## src/rtl/harvos_dma_pkg.sv

```systemverilog
// Shared types and constants for the harvos DMA copy engine.
package harvos_dma_pkg;

  typedef enum logic [1:0] {
    IDLE = 2'd0,
    RD   = 2'd1,
    WR   = 2'd2,
    FIN  = 2'd3
  } dma_state_e;

  localparam logic [3:0] DMA_SRC_OFF  = 4'h0;
  localparam logic [3:0] DMA_DST_OFF  = 4'h4;
  localparam logic [3:0] DMA_LEN_OFF  = 4'h8;
  localparam logic [3:0] DMA_CTRL_OFF = 4'hC;

  localparam int CTRL_START  = 0;
  localparam int CTRL_BUSY   = 1;
  localparam int CTRL_DONE   = 2;
  localparam int CTRL_ERR    = 3;
  localparam int CTRL_IRQ_EN = 4;
  localparam int CTRL_ABORT  = 5;

  function automatic logic [31:0] be_merge(input logic [31:0] old_val,
                                           input logic [31:0] new_val,
                                           input logic [3:0]  be);
    logic [31:0] r;
    r = old_val;
    for (int b = 0; b < 4; b++) begin
      if (be[b]) r[8*b +: 8] = new_val[8*b +: 8];
    end
    return r;
  endfunction

endpackage

```

## src/rtl/harvos_dma_regs.sv

```systemverilog
// Register file of the DMA copy engine: cfg decode, byte-enable merge,
// W1C/pulse bits, cursor updates and readback. irq_o exists with HARVOS_DMA_IRQ_EN.
module harvos_dma_regs
  import harvos_dma_pkg::*;
#(
  parameter int LEN_W = 16
) (
  input  logic             clk,
  input  logic             rst,
  input  logic             cfg_en_i,
  input  logic             cfg_we_i,
  input  logic [3:0]       cfg_addr_i,
  input  logic [31:0]      cfg_wdata_i,
  input  logic [3:0]       cfg_be_i,
  output logic [31:0]      cfg_rdata_o,
  input  logic             busy_i,
  input  logic             adv_i,
  input  logic             set_done_i,
  input  logic             set_err_i,
  input  logic             clr_status_i,
  output logic [31:0]      src_o,
  output logic [31:0]      dst_o,
  output logic [LEN_W-1:0] len_o,
  output logic             start_o,
  output logic             abort_o
`ifdef HARVOS_DMA_IRQ_EN
  ,
  output logic             irq_o
`endif
);

  logic [31:0]      src_q, src_d;
  logic [31:0]      dst_q, dst_d;
  logic [LEN_W-1:0] len_q, len_d;
  logic             done_q, done_d;
  logic             err_q, err_d;
  logic             irq_en_q, irq_en_d;
  logic             wr_src, wr_dst, wr_len, wr_ctrl_lo;

  assign wr_src     = cfg_en_i & cfg_we_i & (cfg_addr_i == DMA_SRC_OFF);
  assign wr_dst     = cfg_en_i & cfg_we_i & (cfg_addr_i == DMA_DST_OFF);
  assign wr_len     = cfg_en_i & cfg_we_i & (cfg_addr_i == DMA_LEN_OFF);
  assign wr_ctrl_lo = cfg_en_i & cfg_we_i & (cfg_addr_i == DMA_CTRL_OFF) & cfg_be_i[0];

  assign start_o = wr_ctrl_lo & cfg_wdata_i[CTRL_START];
  assign abort_o = wr_ctrl_lo & cfg_wdata_i[CTRL_ABORT];

  always_comb begin
    src_d    = src_q;
    dst_d    = dst_q;
    len_d    = len_q;
    done_d   = done_q;
    err_d    = err_q;
    irq_en_d = irq_en_q;
    if (adv_i) begin
      src_d = src_q + 32'd4;
      dst_d = dst_q + 32'd4;
      len_d = len_q - LEN_W'(4);
    end else if (!busy_i) begin
      if (wr_src) src_d = be_merge(src_q, cfg_wdata_i, cfg_be_i);
      if (wr_dst) dst_d = be_merge(dst_q, cfg_wdata_i, cfg_be_i);
      if (wr_len) len_d = LEN_W'(be_merge(32'(len_q), cfg_wdata_i, cfg_be_i));
    end
    if (wr_ctrl_lo) begin
      if (cfg_wdata_i[CTRL_DONE]) done_d = 1'b0;
      if (cfg_wdata_i[CTRL_ERR])  err_d  = 1'b0;
      irq_en_d = cfg_wdata_i[CTRL_IRQ_EN];
    end
    // Engine-side updates come last so they override a same-cycle W1C.
    if (clr_status_i) begin
      done_d = 1'b0;
      err_d  = 1'b0;
    end
    if (set_done_i) done_d = 1'b1;
    if (set_err_i)  err_d  = 1'b1;
  end

  always_ff @(posedge clk) begin
    if (rst) begin
      src_q    <= '0;
      dst_q    <= '0;
      len_q    <= '0;
      done_q   <= 1'b0;
      err_q    <= 1'b0;
      irq_en_q <= 1'b0;
    end else begin
      src_q    <= src_d;
      dst_q    <= dst_d;
      len_q    <= len_d;
      done_q   <= done_d;
      err_q    <= err_d;
      irq_en_q <= irq_en_d;
    end
  end

  assign src_o = src_q;
  assign dst_o = dst_q;
  assign len_o = len_q;

  always_comb begin
    cfg_rdata_o = '0;
    if (cfg_en_i && !cfg_we_i) begin
      case (cfg_addr_i)
        DMA_SRC_OFF: cfg_rdata_o = src_q;
        DMA_DST_OFF: cfg_rdata_o = dst_q;
        DMA_LEN_OFF: cfg_rdata_o = 32'(len_q);
        DMA_CTRL_OFF: begin
          cfg_rdata_o[CTRL_BUSY]   = busy_i;
          cfg_rdata_o[CTRL_DONE]   = done_q;
          cfg_rdata_o[CTRL_ERR]    = err_q;
          cfg_rdata_o[CTRL_IRQ_EN] = irq_en_q;
        end
        default: cfg_rdata_o = '0;
      endcase
    end
  end

`ifdef HARVOS_DMA_IRQ_EN
  logic irq_q;

  always_ff @(posedge clk) begin
    if (rst) irq_q <= 1'b0;
    else     irq_q <= irq_en_q & (done_q | err_q);
  end

  assign irq_o = irq_q;
`endif

endmodule

```

## src/rtl/harvos_dma_copy.sv

```systemverilog
// Memory-to-memory word copy engine driving the SoC DMA master port.
// Optional interrupt output is enabled by defining HARVOS_DMA_IRQ_EN.
module harvos_dma_copy
  import harvos_dma_pkg::*;
#(
  parameter int LEN_W       = 16,
  parameter int TIMEOUT_CYC = 1024
) (
  input  logic        clk,
  input  logic        rst,
  input  logic        cfg_en,
  input  logic        cfg_we,
  input  logic [3:0]  cfg_addr,
  input  logic [31:0] cfg_wdata,
  input  logic [3:0]  cfg_be,
  output logic [31:0] cfg_rdata,
  output logic        m_req,
  output logic        m_we,
  output logic [3:0]  m_be,
  output logic [31:0] m_addr,
  output logic [31:0] m_wdata,
  input  logic [31:0] m_rdata,
  input  logic        m_done,
  input  logic        m_fault
`ifdef HARVOS_DMA_IRQ_EN
  ,
  output logic        irq
`endif
);

  localparam int          TMO_W    = (TIMEOUT_CYC > 1) ? $clog2(TIMEOUT_CYC + 1) : 1;
  localparam int unsigned TMO_LAST = (TIMEOUT_CYC > 0) ? TIMEOUT_CYC - 1 : 0;

  dma_state_e       state_q, state_d;
  logic             m_req_q, m_req_d;
  logic             m_we_q, m_we_d;
  logic [3:0]       m_be_q, m_be_d;
  logic [31:0]      m_addr_q, m_addr_d;
  logic [31:0]      m_wdata_q, m_wdata_d;
  logic [TMO_W-1:0] tmo_q, tmo_d;
  logic             abort_q, abort_d;

  logic             busy, adv, set_done, set_err, clr_status;
  logic             start_pulse, abort_pulse, tmo_hit;
  logic [31:0]      src, dst;
  logic [LEN_W-1:0] len;

  assign busy    = (state_q != IDLE);
  assign tmo_hit = (TIMEOUT_CYC != 0) && (tmo_q == TMO_W'(TMO_LAST));

  harvos_dma_regs #(
    .LEN_W(LEN_W)
  ) u_regs (
    .clk          (clk),
    .rst          (rst),
    .cfg_en_i     (cfg_en),
    .cfg_we_i     (cfg_we),
    .cfg_addr_i   (cfg_addr),
    .cfg_wdata_i  (cfg_wdata),
    .cfg_be_i     (cfg_be),
    .cfg_rdata_o  (cfg_rdata),
    .busy_i       (busy),
    .adv_i        (adv),
    .set_done_i   (set_done),
    .set_err_i    (set_err),
    .clr_status_i (clr_status),
    .src_o        (src),
    .dst_o        (dst),
    .len_o        (len),
    .start_o      (start_pulse),
    .abort_o      (abort_pulse)
`ifdef HARVOS_DMA_IRQ_EN
    ,
    .irq_o        (irq)
`endif
  );

  always_comb begin
    state_d    = state_q;
    m_req_d    = m_req_q;
    m_we_d     = m_we_q;
    m_be_d     = m_be_q;
    m_addr_d   = m_addr_q;
    m_wdata_d  = m_wdata_q;
    tmo_d      = tmo_q;
    abort_d    = abort_q | (abort_pulse & busy);
    adv        = 1'b0;
    set_done   = 1'b0;
    set_err    = 1'b0;
    clr_status = 1'b0;

    case (state_q)
      IDLE: begin
        abort_d = 1'b0;
        if (start_pulse) begin
          if ((|src[1:0]) || (|dst[1:0]) || (|len[1:0])) begin
            set_err = 1'b1;
          end else if (len == '0) begin
            set_done = 1'b1;
          end else begin
            clr_status = 1'b1;
            state_d    = RD;
            m_req_d    = 1'b1;
            m_we_d     = 1'b0;
            m_be_d     = 4'hF;
            m_addr_d   = src;
            tmo_d      = '0;
          end
        end
      end

      RD, WR: begin
        if (!m_req_q) begin
          // Gap cycle after the previous beat: launch the next one.
          m_req_d  = 1'b1;
          m_we_d   = (state_q == WR);
          m_be_d   = 4'hF;
          m_addr_d = (state_q == WR) ? dst : src;
          tmo_d    = '0;
        end else if (m_fault) begin
          set_err = 1'b1;
          state_d = IDLE;
          m_req_d = 1'b0;
          m_we_d  = 1'b0;
          m_be_d  = 4'h0;
          tmo_d   = '0;
        end else if (m_done) begin
          m_req_d = 1'b0;
          m_we_d  = 1'b0;
          m_be_d  = 4'h0;
          tmo_d   = '0;
          if (state_q == RD) m_wdata_d = m_rdata;
          else               adv       = 1'b1;
          if (abort_d) begin
            set_err = 1'b1;
            state_d = IDLE;
          end else if (state_q == RD) begin
            state_d = WR;
          end else if (len == LEN_W'(4)) begin
            state_d = FIN;
          end else begin
            state_d = RD;
          end
        end else if (tmo_hit) begin
          set_err = 1'b1;
          state_d = IDLE;
          m_req_d = 1'b0;
          m_we_d  = 1'b0;
          m_be_d  = 4'h0;
          tmo_d   = '0;
        end else begin
          tmo_d = tmo_q + TMO_W'(1);
        end
      end

      FIN: begin
        set_done = 1'b1;
        state_d  = IDLE;
      end

      default: state_d = IDLE;
    endcase
  end

  always_ff @(posedge clk) begin
    if (rst) begin
      state_q   <= IDLE;
      m_req_q   <= 1'b0;
      m_we_q    <= 1'b0;
      m_be_q    <= 4'h0;
      m_addr_q  <= '0;
      m_wdata_q <= '0;
      tmo_q     <= '0;
      abort_q   <= 1'b0;
    end else begin
      state_q   <= state_d;
      m_req_q   <= m_req_d;
      m_we_q    <= m_we_d;
      m_be_q    <= m_be_d;
      m_addr_q  <= m_addr_d;
      m_wdata_q <= m_wdata_d;
      tmo_q     <= tmo_d;
      abort_q   <= abort_d;
    end
  end

  assign m_req   = m_req_q;
  assign m_we    = m_we_q;
  assign m_be    = m_be_q;
  assign m_addr  = m_addr_q;
  assign m_wdata = m_wdata_q;

endmodule
```

## config.mk

```make
export PLATFORM = sky130hd
export DESIGN_NAME = harvos_dma_copy
export DESIGN_NICKNAME = d
export VERILOG_FILES = /design/src/rtl/harvos_dma_pkg.sv /design/src/rtl/harvos_dma_regs.sv /design/src/rtl/harvos_dma_copy.sv
export SDC_FILE = /design/constraint.sdc
export NUM_CORES = 1
export LEC_CHECK = 0
export CELL_PAD_IN_SITES_DETAIL_PLACEMENT = 0
export CELL_PAD_IN_SITES_GLOBAL_PLACEMENT = 2
export CORE_MARGIN = 3
export CORE_UTILIZATION = 30
export DETAILED_ROUTE_END_ITERATION = 6
export PLACE_DENSITY = 0.87
export SLEW_MARGIN = 20
export SYNTH_ARGS = -nofsm -noshare
export SYNTH_HDL_FRONTEND = slang
export SYNTH_SLANG_ARGS = --single-unit
```

## constraint.sdc

```tcl
create_clock -name clk -period 3.1 [get_ports clk]
set_input_delay 0.465 -clock clk [delete_from_list [all_inputs] [get_ports clk]]
set_output_delay 0.465 -clock clk [all_outputs]
set_load 0.01 [all_outputs]
```

== Yosys cells after proc, flatten, opt, wreduce, memory -nomap -nowiden ==
Index checks and enable logic that the tools add are counted.
Operators by class
  add/subtract/negate cells: 4
  bitwise operators: 11
  reduce and logical (&&, ||, !) cells: 42
  mux-type cells: 95
  equal/unequal tests: 16
Operators by type and width (count)
  2-to-1 mux 32 bit: 12
  one-hot mux 27 bit (3 select lines): 1
  2-to-1 mux 11 bit: 7
  adder 32 x 3 -> 32 bit, second input constant: 2
  one-hot mux 32 bit (2 select lines): 1
  2-to-1 mux 16 bit: 3
  2-to-1 mux 1 bit: 41
  2-to-1 mux 8 bit: 4
  AND reduction 3 bit: 10
  2-to-1 mux 4 bit: 7
  one-hot mux 11 bit (2 select lines): 1
  2-to-1 mux 2 bit: 10
  AND reduction 5 bit: 4
  nonzero test 2 bit: 9
  equality test 16 x 3 -> 1 bit, second input constant: 1
  zero test 16 bit: 1
  one-hot mux 4 bit (4 select lines): 1
  subtractor 16 x 3 -> 16 bit, second input constant: 1
  nonzero test 3 bit: 4
  adder 11 x 1 -> 11 bit, second input constant: 1
  equality test 11 x 10 -> 1 bit, second input constant: 1
  inequality test 2 bit, second input constant: 5
  OR reduction 2 bit: 5
  bitwise AND 1 bit: 9
  20 further kinds: 27
Word-level totals
  word-level logic and storage cells: 189
  input port bits: 78
  register bits after elaboration: 167

== Longest topological paths before layout ==
  depth in word-level cells: 13
  depth in mapped cells: 11

== Cells and area by module ==
Synthesis repeated with hierarchy kept, for this count alone.
Second synthesis, totals
  cell total of the unflattened synthesis: 1231
  area total of the unflattened synthesis: 9963.3 µm²
Modules (own cells, without submodules)
  harvos_dma_regs: instances 1, seq. area each 1661.6 µm², area an instance 5721.7 µm², cells an instance 758
  harvos_dma_copy: instances 1, seq. area each 1621.6 µm², area an instance 4241.6 µm², cells an instance 473

== Least setup slack after synthesis ==
Ideal clock, no wire load.
  kind: reg-to-reg
  start point: reg state_q[1]
  end point: reg u_regs.len_q[14], in the netlist u_regs.len_o[14]
  stages on the path, launching flop included: 12
  data required time: 2.972 ns
  arrival time: 2.108 ns
  slack: 0.864 ns
  cell sequence: dfxtp_1 > inv_1 > ha_1 > buf_4 > nand2_2 > or3_1 > clkbuf_1 > clkbuf_1 > o21ai_2 > o21ai_0 > a22oi_1 > nor2_1
Between the ends
  word-level cells in the longest chain between the ends: 8
  elaborated cells between the ends (all ways): 14
  classes of those cells: eq/ne (3); mux (6); reduce/logical (5)
Ends and longest elaborated chain
  from (decl): line harvos_dma_copy.sv:34  | dma_state_e state_q, state_d;
  from (signal assigned): line harvos_dma_copy.sv:176  | state_q <= state_d;
  equality test 2 x 1 -> 1 bit: line harvos_dma_copy.sv:92, harvos_dma_copy.sv:132
  2-to-1 mux 1 bit: line harvos_dma_copy.sv:132  | if (state_q == RD) m_wdata_d = m_rdata;
  2-to-1 mux 1 bit: line harvos_dma_copy.sv:127  | end else if (m_done) begin
  2-to-1 mux 1 bit: line harvos_dma_copy.sv:120  | end else if (m_fault) begin
  2-to-1 mux 1 bit: line harvos_dma_copy.sv:113  | if (!m_req_q) begin
  2-to-1 mux 1 bit: line harvos_dma_copy.sv:92  | case (state_q)
  inequality test 2 x 1 -> 1 bit (no line) or nonzero test 2 bit (tied branches)
  AND reduction 3 bit (no line)
  to (signal assigned): line harvos_dma_regs.sv:89  | len_q <= len_d;
  to (decl): line harvos_dma_regs.sv:34  | logic [LEN_W-1:0] len_q, len_d;
Several ways; a longest one is shown, not always the timed one.
A chain may end at the register's enable or synchronous reset.

== Worst setup path in the final report ==
  start point: in cfg_addr[2]
  end point: out cfg_rdata[1]
Between the ends
  word-level cells in the longest chain between the ends: 3
  elaborated cells between the ends (all ways): 6
  classes of those cells: eq/ne (3); mux (2); reduce/logical (1)
Ends and longest elaborated chain
  from (decl): line harvos_dma_copy.sv:13  | input logic [3:0] cfg_addr,
  equality test 4 bit (tied with other cells): line harvos_dma_regs.sv:103  | case (cfg_addr_i)
  one-hot mux 4 bit (4 select lines) *: line harvos_dma_regs.sv:103
  2-to-1 mux 32 bit *: line harvos_dma_regs.sv:102  | if (cfg_en_i && !cfg_we_i) begin
  to (decl): line harvos_dma_copy.sv:16  | output logic [31:0] cfg_rdata,
Mark *: on every way between the ends. The rest lies on a longest branch, timed or not.

==> out/metrics.csv <==
metric;value;unit
outcome;finished clean;
Slew @ Worst Pin;0.858;ns
Site Rows;62;
Starting Density;31.0;%
Cell Area, Synth;9040;um^2
initial antenna violation count;0;
Die H;180;um
CTS tree;yes;
first-pass detailed-route iteration total;5;
vias per inst;5.47;
CP Launch Type;primary input;
fraction of layout cells with a size suffix above 1;7.90;%
Layout fillers;3035;
CP arrival;2.40;ns
# hold bufs at CTS;0;
period utilization;92.5;%
cell count of the worst reg-to-reg path;9;
post-route antenna net violation count;0;
I/O pin count;180;
Internal;3.53;mW
full die area;32200;um^2
die width;180;um
Syn Nets;1274;
VDD IR-drop max;0.000320;V
post-layout min period;2.87;ns
Hold Path Depth;2;
Switching Share;28.1;%
H-tree Lvls;4;
Hold Vio Cnt, Final;0;
PwrDens;411;nW/um^2
WL/cell;18.7;um
Yosys reg bits;164;
unrepaired setup endpoints after global routing;no;
Static Leak;4.12;nW
CP required;2.63;ns
CTS Buf Count;17;
Seq/Total Area, Yosys;36.3;%
P&R area growth vs syn;32.1;%
post-DP HPWL;23.6;mm
Max Slew Vio Count;0;
max frequency;349;MHz
sequential power share;44.6;%
Post-synth EDFFs;0;
fin nets;1430;
Power, Total;4.91;mW
crit path kind;in -> out;
Critical Path Sink Type;output pin;
setup_tns;0;ns
final wirelength;32.5;mm
switching power;1.38;mW
setup violators final;0;
I/O Buffers;179;
GRT overflow;0;
clock network power share;44.5;%
vias post-DR;9499;
YS warnings;0;
global-route wire length before repair;51.1;mm
Worst Path Max Fanout;6;
DRC;0;
GRT Util Overall;19.2;%
Worst-Skew Late Latency;0.45;ns
GPL Wtd Cong;0.861;
Max Clock Skew;0.0172;ns
Synth cell types;73;
vias in the first global route;8983;
DR iter-0 viols;629;
cell count after synthesis;1185;
combinational power share;10.9;%
CTS root buffer;clkbuf_16;
Antenna diodes;0;
MaxCap Viol Count;0;
# clock sinks;164;
commonest non-fill, non-tap cell in the layout;clkdlybuf4s50_1;
Clock Pin Slew Worst Setup and Hold Paths;0.08;ns
Synth Flop Type;dfxtp_1;
core area;29200;um^2
most frequent cells in the layout;clkdlybuf4s50_1 (177), dfxtp_1 (164), nor2_1 (154), nand2_1 (147), a21oi_1 (128);
average size of a mapped cell;7.63;um^2
Worst Hold Class;reg -> reg;
Util after Layout;40.9;%
ys async rst share;0;%
Slew HR;42.5;%
clock tree buffer depth;2;
largest net degree at the start of global routing;57;
==> Yosys cell counts (13+ instances only) <==
cell type | count | area share [%]
a211oi_1 | 52 | 4.3
a21oi_1 | 128 | 7.1
a22oi_1 | 35 | 2.9
a31oi_1 | 22 | 1.5
and2_1 | 13 | 0.90
and3_1 | 20 | 1.4
buf_2 | 27 | 1.5
clkbuf_1 | 52 | 2.2
dfxtp_1 | 164 | 36
mux2i_1 | 49 | 5.4
nand2_1 | 148 | 6.1
nand3_1 | 37 | 2.0
nand4_1 | 13 | 0.90
nor2_1 | 154 | 6.4
nor3_1 | 24 | 1.3
o21ai_0 | 71 | 3.9
==> critical path, stage by stage <==
cell	delay, ns
clkdlybuf4s50_1	0.47
buf_4	0.19
nor4_2	0.16
buf_4	0.17
nand2_1	0.05
a21oi_1	0.29
clkdlybuf4s50_1	0.61
==> power groups by stage <==
stage | clock, mW | sequential (mW) | combinational, mW
after floorplan | 0 | 2.25 | 0.225
final | 2.18 | 2.19 | 0.534
after global placement | 0 | 2.24 | 0.533
after CTS | 2.23 | 2.19 | 0.537
after detailed placement | 0 | 2.24 | 0.535
after global routing | 2.31 | 2.20 | 0.576
==> final cells by class <==
class / count / area [um^2] / area share [%]
timing repair buffer: 228 / 2210 / 18.5
sequential: 164 / 3280 / 27.5
tap: 384 / 480 / 4.03
clock inverter: 14 / 163 / 1.36
inverter: 11 / 41.3 / 0.346
multi-input combinational: 919 / 5320 / 44.6
clock buffer: 18 / 439 / 3.68
==> through the flow <==
| step | hold WS [ns] | setup slack (ns) | instances | instance area, um^2 |
|---|---|---|---|---|
| CTS | 0.446 | 0.0963 | 1738 | 11900 |
| global placement | 0.441 | 0.168 | 1706 | 11300 |
| finish | 0.456 | 0.231 | 1738 | 11900 |
| detailed placement | 0.446 | 0.0960 | 1706 | 11300 |
| floorplan | 0.440 | 0.864 | 1185 | 9040 |
| global route | 0.469 | 0.128 | 1738 | 11900 |
==> final timing paths <==
check,from,end,slack [ns]
setup / recovery,cfg_addr[2],cfg_rdata[1],0.23
hold / removal,m_wdata[31],m_wdata[31],0.46
setup reg to reg,state_q[0],u_regs.src_o[30],0.47
hold reg to reg,m_wdata[31],m_wdata[31],0.46
==> sequential cells by signal, indices dropped and copies added, names as in the netlist, 2 cells and up <==
register	flops
m_addr	32
u_regs.src_o	32
tmo_q	11
m_wdata	32
u_regs.len_o	16
u_regs.dst_o	32
state_q	2
==> logic make-up after synthesis <==
| logic type | after synthesis | synth area share [%] |
|---|---|---|
| AO/OA/AOI/OAI | 380 | 26.2 |
| XOR/XNOR | 2 | 0.194 |
| adder cells (fa/ha/maj) | 11 | 1.52 |
| buffers and inverters | 102 | 4.97 |
| flip-flops | 164 | 36.3 |
| multiplexers | 52 | 6.05 |
| AND/OR/NAND/NOR | 474 | 24.8 |
==> layer usage <==
metal	wire, um	part of all wire, %	vias up	global-route usage (%)
met2	14600	45	320	30.2
met5	0	0	-	0
li1	-	-	4657	-
met3	2240	6.9	31	4.75
met1	15200	47	4491	26.7
met4	524	1.6	0	4.55
==> timing repair <==
item / CTS / global route
endpoints found under the hold margin: 0 / 0
endpoints found under the setup margin: 0 / 4
buffers inserted: 0 / 0
gates resized for setup: 0 / 1
Power figures use the tool's default switching activity.
